$ cat config.mk
export PLATFORM = sky130hd
export DESIGN_NAME = updown_mod_counter_flat
export DESIGN_NICKNAME = d
export VERILOG_FILES = /design/src/rtl/updown_mod_counter_if.sv /design/src/rtl/updown_mod_counter.sv /design/src/flat_wrapper.sv
export SDC_FILE = /design/constraint.sdc
export NUM_CORES = 1
export LEC_CHECK = 0
export CAP_MARGIN = 10
export CORE_AREA = 2 2 39 41
export CTS_BUF_LIST = sky130_fd_sc_hd__clkbuf_4 sky130_fd_sc_hd__clkbuf_8
export DETAILED_ROUTE_END_ITERATION = 16
export DIE_AREA = 0 0 41 43
export DONT_BUFFER_PORTS = 1
export GPL_TIMING_DRIVEN = 1
export PLACE_DENSITY_LB_ADDON = 0.1
export SYNTH_ARGS = -nofsm -noshare
export SYNTH_HDL_FRONTEND = slang
export SYNTH_SLANG_ARGS = --single-unit
$ cat constraint.sdc
create_clock -name clk -period 1.4 [get_ports clk]
set_input_delay 0.14 -clock clk [delete_from_list [all_inputs] [get_ports clk]]
set_output_delay 0.14 -clock clk [all_outputs]
set_load 0.02 [all_outputs]
$ cat src/rtl/updown_mod_counter_if.sv
// Control/status bundle of the up/down modulo counter.
// The master drives the step/load controls; the slave (counter) returns count and flags.
interface updown_mod_counter_if #(
    parameter int WIDTH = 3
);
    logic             en;
    logic             up_dn;
    logic             load;
    logic [WIDTH-1:0] load_val;
    logic [WIDTH-1:0] counter;
    logic             tc;
    logic             wrap;

    modport master (
        output en, up_dn, load, load_val,
        input  counter, tc, wrap
    );

    modport slave (
        input  en, up_dn, load, load_val,
        output counter, tc, wrap
    );
endinterface

$ cat src/rtl/updown_mod_counter.sv
// Purpose: parametrised up/down modulo counter with clamped parallel load, tc and wrap flags.
// Latency: one clock from en/load to new count; tc combinational, wrap one clock after tc.
// Backpressure: none, a step or load is accepted every cycle. SATURATE_EN: hold at bound instead of wrapping.
module updown_mod_counter #(
    parameter int WIDTH   = 3,
    parameter int MODULUS = 1 << WIDTH,
    parameter int RST_VAL = 0
) (
    input  logic                 clk,
    input  logic                 rst,
    updown_mod_counter_if.slave  bus
);

    localparam logic [WIDTH-1:0] MAX_VAL = WIDTH'(MODULUS - 1);
    localparam logic [WIDTH-1:0] RST_CNT = WIDTH'(RST_VAL);

    generate
        if (WIDTH < 1 || MODULUS < 2 || MODULUS > (1 << WIDTH) || RST_VAL >= MODULUS || RST_VAL < 0) begin : g_bad_params
            $error("updown_mod_counter: illegal WIDTH/MODULUS/RST_VAL combination");
        end
    endgenerate

    logic             at_top;
    logic             at_bot;
    logic             at_bound;
    logic [WIDTH-1:0] cnt_nxt;
    logic             wrap_nxt;

    assign at_top   = (bus.counter == MAX_VAL);
    assign at_bot   = (bus.counter == '0);
    assign at_bound = bus.up_dn ? at_top : at_bot;

    assign bus.tc = bus.en & ~bus.load & at_bound;

    // Only the bound cases leave the plain +/-1 path, so no value above MAX_VAL is ever formed.
    always_comb begin
        cnt_nxt  = bus.counter;
        wrap_nxt = 1'b0;
        if (bus.load) begin
            cnt_nxt = (bus.load_val > MAX_VAL) ? MAX_VAL : bus.load_val;
        end else if (bus.en) begin
            if (at_bound) begin
`ifdef SATURATE_EN
                cnt_nxt = bus.counter;
`else
                cnt_nxt  = bus.up_dn ? '0 : MAX_VAL;
                wrap_nxt = 1'b1;
`endif
            end else if (bus.up_dn) begin
                cnt_nxt = bus.counter + 1'b1;
            end else begin
                cnt_nxt = bus.counter - 1'b1;
            end
        end
    end

    always_ff @(posedge clk or negedge rst) begin
        if (!rst) begin
            bus.counter <= RST_CNT;
            bus.wrap    <= 1'b0;
        end else begin
            bus.counter <= cnt_nxt;
            bus.wrap    <= wrap_nxt;
        end
    end

    a_in_range: assert property (@(posedge clk) disable iff (!rst) bus.counter <= MAX_VAL);

endmodule

$ cat src/flat_wrapper.sv
// flat-port wrapper written by rule: the top's interface ports become plain ports
module updown_mod_counter_flat 
#(
    parameter int WIDTH   = 3,
    parameter int MODULUS = 1 << WIDTH,
    parameter int RST_VAL = 0
)
  (clk, rst, bus_en, bus_up_dn, bus_load, bus_load_val, bus_counter, bus_tc, bus_wrap);
  updown_mod_counter_if #(.WIDTH(WIDTH)) bus_i ();
  input  logic clk;
  input  logic rst;
  input wire logic [$bits(bus_i.en)-1:0] bus_en;
  input wire logic [$bits(bus_i.up_dn)-1:0] bus_up_dn;
  input wire logic [$bits(bus_i.load)-1:0] bus_load;
  input wire logic [$bits(bus_i.load_val)-1:0] bus_load_val;
  output wire logic [$bits(bus_i.counter)-1:0] bus_counter;
  output wire logic [$bits(bus_i.tc)-1:0] bus_tc;
  output wire logic [$bits(bus_i.wrap)-1:0] bus_wrap;
  assign bus_i.en = bus_en;
  assign bus_i.up_dn = bus_up_dn;
  assign bus_i.load = bus_load;
  assign bus_i.load_val = bus_load_val;
  assign bus_counter = bus_i.counter;
  assign bus_tc = bus_i.tc;
  assign bus_wrap = bus_i.wrap;
  updown_mod_counter #(.WIDTH(WIDTH), .MODULUS(MODULUS), .RST_VAL(RST_VAL)) u_core (.clk(clk), .rst(rst), .bus(bus_i));
endmodule
==> results.yml <==
power:
  p_switching_mw: 0.1568
  p_leak_nw: 0.1763
  max-vdd-ir-drop_mv: 0.2539
  p_seq_share_pct: 30.4
  swShare_pct: 31.54
  p_total_mw: 0.4971
  p_per_area_mw_per_mm2: 1179
  clkPwrFrac_pct: 36.7
  combinationalPowerShare_pct: 33.0
  p_int_mw: 0.3403
synth:
  yosys.area_share.adder_pct: 6.897
  synth_compound_area_share_pct: 21.98
  synth_top_family_by_area: "simple AND/OR/NAND/NOR gates"
  yosysWarnings: 0
  syn-instance-count: 33
  synth_seq_cells: 4
  netlist_area_um2: 290.3
  synth_mux_area_share_pct: 0
  syn_area_per_cell_um2: 8.796
  syn-num-nets: 42
  synth.distinct_cells: 21
  yosys.area_share.xor_xnor_pct: 6.034
  ys_seq_area_share_pct: 34.48
  synth-simple-area-share_pct: 26.29
setup_path:
  critPathRequiredTime_ns: 1.26
  worstPathMaxFanout: 4
  criticalPathCategory: "reg2out"
  cp-end-kind: "primary output"
  cp.arrival_ns: 1.25
  crit_path_start_kind: "register"
routing:
  wl_per_cell_um: 12.98
  drcViolationCount: 0
  first_iter_violations: 2
  dr_total_vias: 286
  ant_nets: 0
  wl_um: 779
  drt-pass1-iter-count: 3
  drt-vias-per-instance: 4.767
layout:
  finish.utilization_pct: 30.47
  diodes: 0
  multi_input_area_um2: 193.9
  drive_gt1_share_pct: 40.91
  area_growth_pct: 45.26
  layout_common_cells: "6 x buf_4, 5 x a21oi_1, 4 x clkbuf_4"
  final_common_cell: "buf_4"
  seq_area_um2: 103.9
  fillers: 150
  nets: 54
timing:
  setup_viol: 0
  max_slew_margin_pct: 85.82
  hold_viol: 0
  min_period_ns: 1.392
  fin_crit_sh_pct: 99.45
  slew_viol_final: 0
  max_freq_mhz: 718.2
  tightest_slew_ns: 0.2109
  rsz0062_at_grt: "true"
  finClkSkew_ns: 0.01326
cts:
  clkTransAtPathRegs_ns: 0.05
  cts_buffer_depth: 2
  cts_tree: "yes"
  root_buffer: "clkbuf_4"
  h-tree-depth: 1
  clock-sinks: 4
  clk_latency_ns: 0.25
  numCtsBuffers: 3
global_route:
  grt_pass1_vias: 275
  antenna_found_initial: 0
  gr-total-overflow: 0
  grt_pass1_wl_um: 1193
  grt_usage_pct: 10.39
  grt_max_degree: 8
placement:
  hpwl_um: 596.9
  place.gp.congestion: 0.6470
  io_buffers: 0
die:
  io_pins: 13
  die_h_um: 43
  die_w_um: 41
  core_area_mm2: 0.001384
  initial_core_util_pct: 20.98
  rows: 14
  design.die.area_mm2: 0.001763
job:
  maxCapViolations: 0
hold_path:
  hold_class: "in2reg"
status:
  status: "complete, no violations"
cell families (layout without fill, tap and decap cells):
family,Yosys count,after routing
AOI/OAI and AO/OA,11,11
xor gates and xnor gates,2,2
adders and majority gates,1,1
buffers and inverters,3,14
DFF,4,4
and+or+nand+nor,12,12
metrics by stage:
step	instance area (um^2)	hold WS, ns	std cells	worst slack [ns]	TNS, ns
6_report	421.7	0.006174	60	0.007692	0
4_1_cts	414.1	0.008710	59	0.00008205	0
5_1_grt	421.7	0.001453	60	-0.04892	-0.09187
2_1_floorplan	295.3	-0.1556	33	0.009912	0
3_5_place_dp	347.8	-0.1555	53	0.05355	0
3_3_place_gp	347.8	-0.1555	53	0.05703	0
routing by layer:
metal | vias to the layer above | part of all wire (%) | global-route usage [%]
li1 | 142 | - | -
met5 | - | 0 | 0
met3 | 2 | 7.3 | 4.188
met1 | 133 | 37 | 11.76
met2 | 9 | 53 | 15.63
met4 | 0 | 2.1 | 6.000
layout make-up:
cell class / count / share of cell area, %
clock buffers: 4 / 7.122
inverters: 2 / 1.780
repair buffers: 8 / 15.73
flip-flops and latches: 4 / 24.63
multi-input cells: 26 / 45.99
well taps: 16 / 4.748
timing repair:
| action | CTS | global route |
|---|---|---|
| endpoints found under the setup margin | 1 | 3 |
| hold endpoints to repair | 4 | 0 |
| buffers inserted | 1 | 1 |
| hold buffers | 1 | 0 |
| resized for setup | 4 | 1 |
| pin swaps | 3 | 3 |
power groups by stage:
stage | clock network (mW) | registers [mW] | logic [mW]
2_1_floorplan | 0 | 0.170 | 0.0746
3_3_place_gp | 0 | 0.151 | 0.137
3_5_place_dp | 0 | 0.151 | 0.137
4_1_cts | 0.187 | 0.154 | 0.153
5_1_grt | 0.202 | 0.154 | 0.180
6_report | 0.182 | 0.151 | 0.164
path summary, 6_finish.rpt:
path / cells after the start / from / slack [ns] / to
worst max register to register: 3 / u_core.bus.counter[0]$_DFFE_PN0P_ / 0.02 / u_core.bus.counter[1]$_DFFE_PN0P_
max in group asynchronous: 1 / rst / 1.04 / u_core.bus.counter[2]$_DFFE_PN0P_
worst min-delay path: 1 / bus_load / 0.006 / u_core.bus.counter[0]$_DFFE_PN0P_
worst max-delay path: 4 / u_core.bus.counter[0]$_DFFE_PN0P_ / 0.008 / bus_tc
worst min register to register: 3 / u_core.bus.counter[2]$_DFFE_PN0P_ / 0.60 / u_core.bus.wrap$_DFF_PN0_
min in group asynchronous: 1 / rst / 0.16 / u_core.bus.counter[0]$_DFFE_PN0P_
synth_stat cells:
master    count  share of area (%)
nand2b_4      1                4.7
buf_2         1                1.7
nand2b_1      1                2.2
a22oi_1       1                2.6
xnor2_1       1                3.0
o31ai_1       1                2.6
a21oi_1       5                8.6
dfrtp_1       4                 34
nor3_2        1                3.4
a31oi_1       1                2.2
a21boi_0      1                2.6
nand2_1       2                2.6
xor2_1        1                3.0
nand4_1       1                2.2
inv_1         2                2.6
o21ai_0       1                1.7
o21ai_1       1                1.7
nand3_1       2                3.4
fa_1          1                6.9
nor2_1        2                2.6
nor3b_1       2                5.2
worst max-delay path, cell delays in order (launching register included):
cell and delay, ns:
dfrtp_2 0.41, buf_4 0.15, nand4_1 0.12, a21oi_1 0.16
buf_4 0.15
sequential cells by signal, indices dropped and copies added (netlist names):
| register | count |
|---|---|
| u_core.bus.wrap | 1 |
| u_core.bus.counter | 3 |
Power figures use the tool's default switching activity.
